==> src/rtl/lx32_mem_pkg.sv <==
// lx32_mem_pkg: shared types and defaults for the LX32 memory-port arbiter.
package lx32_mem_pkg;

    typedef enum logic {
        OWN_IF = 1'b0,
        OWN_D  = 1'b1
    } owner_e;

    typedef enum logic [1:0] {
        IDLE = 2'd0,
        REQ  = 2'd1,
        RSP  = 2'd2
    } arb_state_e;

    localparam int STARVE_LIMIT_DEF = 4;

endpackage

==> src/rtl/lx32_mem_arbiter.sv <==
// lx32_mem_arbiter: shares one memory port between fetch (IF) and load/store (D),
// one transaction outstanding, D priority with a starvation bound for IF.
module lx32_mem_arbiter
    import lx32_mem_pkg::*;
#(
    parameter int ADDR_W       = 32,
    parameter int DATA_W       = 32,
    parameter int STARVE_LIMIT = STARVE_LIMIT_DEF
) (
    input  logic                clk,
    input  logic                rst_n,
    input  logic                if_req_valid,
    output logic                if_req_ready,
    input  logic [ADDR_W-1:0]   if_req_addr,
    output logic                if_rsp_valid,
    output logic [DATA_W-1:0]   if_rsp_data,
    input  logic                d_req_valid,
    output logic                d_req_ready,
    input  logic [ADDR_W-1:0]   d_req_addr,
    input  logic                d_req_we,
    input  logic [DATA_W-1:0]   d_req_wdata,
    input  logic [DATA_W/8-1:0] d_req_be,
    output logic                d_rsp_valid,
    output logic [DATA_W-1:0]   d_rsp_data,
    output logic                mem_req_valid,
    input  logic                mem_req_ready,
    output logic [ADDR_W-1:0]   mem_req_addr,
    output logic                mem_req_we,
    output logic [DATA_W-1:0]   mem_req_wdata,
    output logic [DATA_W/8-1:0] mem_req_be,
    input  logic                mem_rsp_valid,
    input  logic [DATA_W-1:0]   mem_rsp_data,
    output logic                busy,
    output owner_e              owner,
    output logic                proto_err
);

    localparam int         BE_W  = DATA_W / 8;
    localparam logic [3:0] LIMIT = 4'(STARVE_LIMIT);

    arb_state_e          state_q, state_d;
    owner_e              owner_q, owner_d;
    logic [3:0]          starve_cnt_q, starve_cnt_d;
    logic                proto_err_q, proto_err_d;
    logic [ADDR_W-1:0]   addr_q, addr_d;
    logic                we_q, we_d;
    logic [DATA_W-1:0]   wdata_q, wdata_d;
    logic [BE_W-1:0]     be_q, be_d;
    logic                idle, if_win, d_win, rsp_hit;

    always_comb begin
        idle         = state_q == IDLE;
        if_win       = idle && if_req_valid && (!d_req_valid || starve_cnt_q == LIMIT);
        d_win        = idle && d_req_valid && !if_win;
        rsp_hit      = state_q == RSP && mem_rsp_valid;
        state_d      = state_q;
        owner_d      = owner_q;
        starve_cnt_d = starve_cnt_q;
        addr_d       = addr_q;
        we_d         = we_q;
        wdata_d      = wdata_q;
        be_d         = be_q;
        // Any response outside RSP is a protocol violation and is otherwise dropped
        proto_err_d  = proto_err_q || (mem_rsp_valid && state_q != RSP);
        case (state_q)
            IDLE: begin
                if (if_win) begin
                    state_d      = REQ;
                    owner_d      = OWN_IF;
                    addr_d       = if_req_addr;
                    we_d         = 1'b0;
                    wdata_d      = '0;
                    be_d         = '1;
                    starve_cnt_d = '0;
                end else if (d_win) begin
                    state_d      = REQ;
                    owner_d      = OWN_D;
                    addr_d       = d_req_addr;
                    we_d         = d_req_we;
                    wdata_d      = d_req_wdata;
                    be_d         = d_req_be;
                    starve_cnt_d = (if_req_valid && starve_cnt_q != LIMIT) ? starve_cnt_q + 4'd1 : starve_cnt_q;
                end
            end
            REQ:     state_d = mem_req_ready ? RSP : REQ;
            RSP:     state_d = mem_rsp_valid ? IDLE : RSP;
            default: state_d = IDLE;
        endcase
    end

    always_ff @(posedge clk or negedge rst_n) begin
        if (!rst_n) begin
            state_q      <= IDLE;
            owner_q      <= OWN_IF;
            starve_cnt_q <= '0;
            proto_err_q  <= 1'b0;
            addr_q       <= '0;
            we_q         <= 1'b0;
            wdata_q      <= '0;
            be_q         <= '0;
        end else begin
            state_q      <= state_d;
            owner_q      <= owner_d;
            starve_cnt_q <= starve_cnt_d;
            proto_err_q  <= proto_err_d;
            addr_q       <= addr_d;
            we_q         <= we_d;
            wdata_q      <= wdata_d;
            be_q         <= be_d;
        end
    end

    assign if_req_ready  = if_win;
    assign d_req_ready   = d_win;
    assign mem_req_valid = state_q == REQ;
    assign mem_req_addr  = addr_q;
    assign mem_req_we    = we_q;
    assign mem_req_wdata = wdata_q;
    assign mem_req_be    = be_q;
    assign if_rsp_valid  = rsp_hit && owner_q == OWN_IF;
    assign d_rsp_valid   = rsp_hit && owner_q == OWN_D;
    assign if_rsp_data   = if_rsp_valid ? mem_rsp_data : '0;
    assign d_rsp_data    = d_rsp_valid ? mem_rsp_data : '0;
    assign busy          = !idle;
    assign owner         = owner_q;
    assign proto_err     = proto_err_q;

endmodule

==> config.mk <==
export PLATFORM = sky130hd
export DESIGN_NAME = lx32_mem_arbiter
export DESIGN_NICKNAME = d
export VERILOG_FILES = /design/src/rtl/lx32_mem_pkg.sv /design/src/rtl/lx32_mem_arbiter.sv
export SDC_FILE = /design/constraint.sdc
export NUM_CORES = 1
export LEC_CHECK = 0
export ABC_CLOCK_PERIOD_IN_PS = 5500
export BUFFER_PORTS_ARGS = -buffer_cell sky130_fd_sc_hd__buf_2
export CAP_MARGIN = 20
export CORE_ASPECT_RATIO = 0.7
export CORE_UTILIZATION = 31
export DETAILED_ROUTE_END_ITERATION = 10
export PLACE_DENSITY = 0.7
export RECOVER_POWER = 100
export SETUP_SLACK_MARGIN = 0.3
export SLEW_MARGIN = 20
export SYNTH_ARGS = -nofsm -noshare
export SYNTH_HDL_FRONTEND = slang
export SYNTH_SLANG_ARGS = --single-unit
==> constraint.sdc <==
create_clock -name clk -period 5.5 [get_ports clk]
set_input_delay 1.1 -clock clk [delete_from_list [all_inputs] [get_ports clk]]
set_output_delay 1.1 -clock clk [all_outputs]
set_load 0.01 [all_outputs]
# Yosys cells after proc, flatten, opt, wreduce, memory -nomap -nowiden
# Cells that the tools add are included.
# word_totals
register_bits	77
# op_classes
addsub	1
n_eq_ne	6
n_mux	20
bitwise_logic	1
n_reduce_logical	19
# ops
cell	count
$mux 32	6
$mux 4	5
$logic_and 1x1->1	9
$mux 2	4
$pmux 2 s3	1
$add 4x1->4 const B	1
$eq 4x3->1 const B	1
$mux 1	4
$ne 4x3->1 const B	1
$reduce_bool 2->1	2
$logic_not 1->1	3
$ne 3x3->1 const B	1
$reduce_and 3->1	1
$eq 2x1->1 const B	1
$eq 2x2->1 const B	1
$logic_not 2->1	1
$logic_or 1x1->1	2
$ne 2x2->1 const B	1
$reduce_and 2->1	1
$not 1->1	1

# Depth between registers and ports, before layout
# Gate-level depths: netlist of the first run.
# logic_depth
word_depth	8
mapped_depth	7
ltp_nobuf	6

# Worst setup path after synthesis of the first run
# Ideal clock, no wire load.
# synth_path
path_kind	input-to-output
start	input if_req_valid
end	output if_req_ready
arrival_time_ps	1996
setup_slack_ps	2404
stages	5
path_buffers	2
cell_sequence	nor3b_1 -> buf_2 -> o21ai_1 -> clkbuf_1 -> inv_1
# synth_between
elab_chain_len	2
# synth_lines
element	line_no	source
start, declared	lx32_mem_arbiter.sv:12	input logic if_req_valid,
$logic_and 1x1->1 (2 in a row)	lx32_mem_arbiter.sv:53	if_win = idle && if_req_valid && (!d_req_valid || starve_cnt_q == LIMIT);
end, declared	lx32_mem_arbiter.sv:13	output logic if_req_ready,
# No other way between the ends.

# Worst setup path in the final report of the first run
# layout_path
start	input if_req_valid
end	output d_req_ready
# layout_between
elab_chain_len	4
# layout_lines
element	line_no	source
$logic_and 1x1->1 (2 in a row)	lx32_mem_arbiter.sv:53	
$logic_not 1->1	lx32_mem_arbiter.sv:54	d_win = idle && d_req_valid && !if_win;
$logic_and 1x1->1	lx32_mem_arbiter.sv:54	
end, declared	lx32_mem_arbiter.sv:18	output logic d_req_ready,
# No other way between the ends.

==> impl_results.md, run 1 <==
- IO Port Bufs: 279
- CTS tree: done
- Setup violations, final: 0
- Initial antenna violation count: 0
- Layout Utilization: 47.66%
- Post-Route WL: 11.49 mm
- Site Rows: 32
- Drt drc: 0
- Crit Path Category: in -> out
- Arr. time, crit path: 3520 ps
- Sw Ratio: 36.10%
- Crit path depth: 5
- Gr ovfl total: 0
- Warnings, synthesis: 0
- Top Usage Layer GRT: met2
- Hold path cells: 1
- Root Driver: clkbuf_16
- Syn avg cell area: 11.68 um2
- Reg2reg path depth: 5
- P_int: 1763 uW
- Resized Gates After CTS: 0
- Fin. Hold Viols: 0
- Placer Congestion: 0.7670
- Largest cells by area after synthesis: dfrtp_1, and2_1, o221a_2, a22o_1, or3_1
- Cell taking the most area after synthesis: dfrtp_1
- Failing checks: capacitance limit, slew limit
- Worst VDD drop: 0.0002184 V
- Vias: 3497
- Chip Height: 92.14 um
- Antenna diodes: 0
- Drt via density: 4.758
- Mapped Cells: 308
- Dpl ws: 1203 ps
- Synth Register Bits: 77
- Hold endpoint: proto_err
- Worst path slowest cell: o21ai_4
- Clock power frac: 24.2%
- Die area: 12050 um2
- Clock Sinks: 77
- Num CTS Buffers: 9
- Post-CTS Setup Bufs: 0
- Sequence of cells on the critical path: buf_2, or3b_1, o21ai_4, inv_1, buf_2
- Worst-path clk slew: 60 ps
- H-tree Lvls: 3
- Crit start category: primary input
- Cell with the most instances after synthesis: dfrtp_1
- Synth Area in Compound Gates: 21.31%
- CP Launch Point: if_req_valid
- Pwr/cell area: 518.4 nW/um2
- Worst hold path class: reg -> reg
- Run status: finished with violations
- Grt met3 use: 4.492%
- Layout area overhead: 47.95%
- I/O pin cnt: 280
- Worst path max stage delay: 770 ps
- Core area: 11170 um2
- Least-Margin Pin Slew: 1667 ps
- # hold bufs at CTS: 0
- Reg2reg end: mem_req_wdata[9]
- Final ANT Viol Nets: 0
- Achievable clock frequency: 216.6 MHz
- Crit path time final: 4616 ps
- Largest family of logic cells by synthesized area: compound AO/OA/AOI/OAI gates
- CP top delay family: buffers and inverters
- PnR worst setup slack: 884.2 ps
- Simple-gate share of the synthesized area: 20.34%
- CP bufs+invs: 3
- Final setup TNS: 0 ps
- Crit share post-route: 83.92%
- Seq/Total Area, Yosys: 53.55%
- Unique cell type count in the Yosys netlist: 32
- Primary FF master, synth: dfrtp_1
- Rel. slew slack: -11.11%
- Final Skew: 2.685 ps
- Sw Pwr: 996.2 uW
- Pwr Total: 2760 uW
- Vias in the first global route: 3412
- Initial Util: 32.21%
- Worst reg2reg setup slack: 2240 ps
- Avg WL per Cell: 15.63 um
- Asr flop ratio synth: 100.0%
- Routing usage on met2: 29.50%
- Most used cell, CP: buf_2
- CP Capture Type: primary output
- Total GRT Usage: 18.84%
- RSZ-0062 raised after global routing: no
- Filler instances: 1131
- Post-synth top area share: 53.55%
- Synth cell count leaders: dfrtp_1, and2_1, a22o_1
- DIE WIDTH: 130.8 um
- First DRT Iteration DRCs: 154
- DP HPWL: 8.287 mm
- # nets final: 719
- Comb power frac: 40.0%
- Largest net degree at the start of global routing: 78
- Number of max-cap violations: 2
- Met1 Track Usage GR: 25.59%
- Max Buffers Root-to-Sink: 2
- First-pass GRT wire length: 17.30 mm
- Post-Synth Adder-Cell Area: 0.6954%
- Seq pwr share: 35.7%
- Mapped cell area: 3598 um2
- Origin of the critical flop-to-flop path: state_q[0]
- Crit path max fanout: 37
- Post-synth EDFFs: 0
- Fin. max-slew vios: 31
- Worst Path Required: 4400 ps
- LEAKAGE: 0.002514 uW
- Layout cells sized above 1: 38.32%
- Post-synthesis xor/xnor area fraction: 0%
- 1st-pass router iterations: 4
- Worst skew pair latency: 330 ps
- Post-synthesis mux area share: 0%
- Worst min-delay path startpoint: proto_err
- Syn nets: 449
sequential cells by signal, indices dropped and copies added, names as in the netlist:
name / flops
mem_req_wdata: 32
mem_req_we: 1
starve_cnt_q: 4
state_q: 2
mem_req_be: 4
proto_err: 1
mem_req_addr: 32
owner: 1
cell usage in the layout, fill, tap and decap left out, drive strengths merged, types with 2 or more instances in the layout:
master and count:
nand3 2, ha 2, and2 64, o22a 4, dfrtp 77, buf 172, clkbuf 121, or3 32
o221a 32, a22o 33, nor3b 3, nand2b 4, nand2 2, o21ai 7, bufinv 3, inv 7
nor2 3, clkinv 3
layout make-up:
type	count	area, um2	share of cell area (%)
sequential	77	1927	36.19
multi-input combinational	199	1533	28.79
timing repair buffer	284	1309	24.58
clock buffer	9	225.2	4.230
tap	153	191.4	3.596
clock inverter	6	112.6	2.115
inverter	7	26.28	0.4935
power groups by stage:
| stage | combinational [uW] | sequential [uW] | clock, uW |
|---|---|---|---|
| after floorplan | 602 | 1080 | 0 |
| after global placement | 1170 | 974 | 0 |
| after detailed placement | 1200 | 979 | 0 |
| after CTS | 1200 | 979 | 684 |
| after global routing | 1220 | 1020 | 716 |
| final | 1100 | 986 | 669 |
worst register-to-register path: stages (launching register included):
cell,delay [ps]
dfrtp_1,460
nor3b_1,220
clkbuf_1,1070
nor2_1,470
clkbuf_1,560
a22o_1,360
metrics by stage:
| stage | hold WS [ps] | cells | area (um2) |
|---|---|---|---|
| final | 450.8 | 735 | 5324 |
| after floorplan | 493.2 | 308 | 3598 |
| after detailed placement | 440.1 | 719 | 5126 |
| after global placement | 435.3 | 719 | 5120 |
| after global routing | 462.5 | 735 | 5324 |
| after CTS | 455.3 | 734 | 5464 |
routing by layer:
layer,vias to the layer above,routed length [um]
li1,1673,-
met1,1690,5288
met2,123,5389
met3,11,679
met4,0,129
met5,-,0
logic make-up (layout without fill, tap and decap cells):
logic type               count (synthesis)  in the layout
flip-flops                              77             77
buffers and inverters                   32            306
AND/OR/NAND/NOR                        116            116
adder cells (fa/ha/maj)                  2              2
AO/OA/AOI/OAI                           81             81
worst max-delay path by stage:
stage / slack, ps / to
finish: 880 / d_req_ready
detailed placement: 1200 / d_req_ready
global route: 670 / d_req_ready
floorplan: 2400 / if_req_ready
global placement: 1250 / d_req_ready
CTS: 1180 / d_req_ready
Power figures use the tool's default switching activity.
==> run 2, diff against run 1 <==
ABC_CLOCK_PERIOD_IN_PS = 4570   (was 5500)
clock period = 4.57 ns   (was 5.5 ns; I/O delays follow)
==> impl_results.md, run 2 (same netlist as run 1, synthesis figures left out) <==
- Resized Gates After CTS: 0
- Most common cell after layout, fill and taps aside: buf_2
- DIE WIDTH: 130.8 um
- Register area: 1927 um2
- Crit path max fanout: 37
- Fin. Hold Viols: 0
- Filler instances: 1123
- Site Rows: 32
- H-tree Lvls: 3
- CTS tree: done
- Worst hold path class: reg -> reg
- M1 WL: 5.184 mm
- Achievable clock frequency: 254.6 MHz
- # hold bufs at CTS: 0
- Multi-input logic area: 1534 um2
- Layout cells sized above 1: 39.35%
- Reg2reg path depth: 5
- Rel. slew slack: -23.80%
- Antenna diodes: 0
- Clock Sinks: 77
- Largest net degree at the start of global routing: 78
- Cell area after layout: 5308 um2
- Pwr Total: 3298 uW
- Worst reg2reg setup slack: 1550 ps
- Worst skew pair latency: 320 ps
- Num CTS Buffers: 9
- Chip Height: 92.14 um
- Post-route insts no fill: 735
- DP HPWL: 8.224 mm
- Drt via density: 4.761
- Max Buffers Root-to-Sink: 2
- Drt drc: 0
- CP Launch Point: if_req_valid
- Crit path time final: 3927 ps
- Post-CTS Setup Bufs: 0
- Metal2 WL: 5.161 mm
- Crit Path Category: in -> out
- First-pass GRT wire length: 16.89 mm
- Run status: finished with violations
- Layout area overhead: 47.50%
- Final Skew: 5.177 ps
- I/O pin cnt: 280
- Worst-path clk slew: 60 ps
- Die area: 12050 um2
- Number of max-cap violations: 2
- Placed cell area: 5127 um2
- Vias: 3499
- Initial Util: 32.21%
- Met3 Wirelength: 660 um
- First DRT Iteration DRCs: 135
- Initial antenna violation count: 0
- Placed insts: 720
- Most frequent cells in the layout: buf_2, clkbuf_1, dfrtp_1
- Layout Utilization: 47.51%
- Placer Congestion: 0.7293
- Avg WL per Cell: 15.07 um
- Vias in the first global route: 3318
- Crit share post-route: 85.94%
- Arr. time, crit path: 3010 ps
- CP Capture Type: primary output
- Fin. max-slew vios: 112
- RSZ-0062 raised after global routing: no
- Pwr/cell area: 621.4 nW/um2
- Root Driver: clkbuf_16
- LEAKAGE: 0.002517 uW
- Worst Setup EP: d_req_ready
- Reg2reg end: mem_req_wdata[3]
- Final setup TNS: 0 ps
- # nets final: 719
- Failing checks: capacitance limit, slew limit
- Gr ovfl total: 0
- Crit start category: primary input
- Origin of the critical flop-to-flop path: state_q[0]
- Core area: 11170 um2
- Least-Margin Pin Slew: 1857 ps
- Setup violations, final: 0
- IO Port Bufs: 279
- 1st-pass router iterations: 5
- Worst Path Required: 3660 ps
- Worst VDD drop: 0.0002767 V
- Uppermost layer routed: met4
- Total GRT Usage: 18.14%
- Post-Route WL: 11.08 mm
- Final ANT Viol Nets: 0
run 2: worst min-delay path by stage:
stage,start,endpoint,slack (ps),depth (start not counted)
floorplan,proto_err,proto_err,490,1
global placement,proto_err,proto_err,440,1
detailed placement,proto_err,proto_err,440,1
CTS,proto_err,proto_err,460,1
global route,proto_err,proto_err,480,1
finish,proto_err,proto_err,460,1
run 2: through the flow:
step	hold slack (ps)	setup WS [ps]
after floorplan	493.2	1846
after global routing	478.7	463.5
after CTS	456.7	631.6
final	458.1	642.6
after detailed placement	443.4	645.8
after global placement	436.2	662.1
run 2: area by class of cell:
class | instances | share of cell area (%)
Inverter | 7 | 0.4950
Clock buffer | 9 | 4.243
Timing Repair Buffer | 284 | 24.33
Tap cell | 153 | 3.607
Multi-Input combinational cell | 199 | 28.90
Sequential cell | 77 | 36.30
Clock inverter | 6 | 2.122
run 2: metal layers:
| layer | up-vias | track usage [%] |
|---|---|---|
| met3 | 4 | 4.901 |
| met1 | 1683 | 25.42 |
| met5 | - | 0 |
| li1 | 1677 | - |
| met4 | 0 | 4.598 |
| met2 | 135 | 27.47 |
run 2: power breakdown:
group          internal (uW)  switching, uW
combinational            596            723
clock                    531            262
sequential               995            192
total                   2120           1180
run 2: worst max-delay path, cell delays in order:
cell and delay (ps):
buf_2 80, or3b_1 440, o21ai_4 790, inv_2 500, clkbuf_1 240
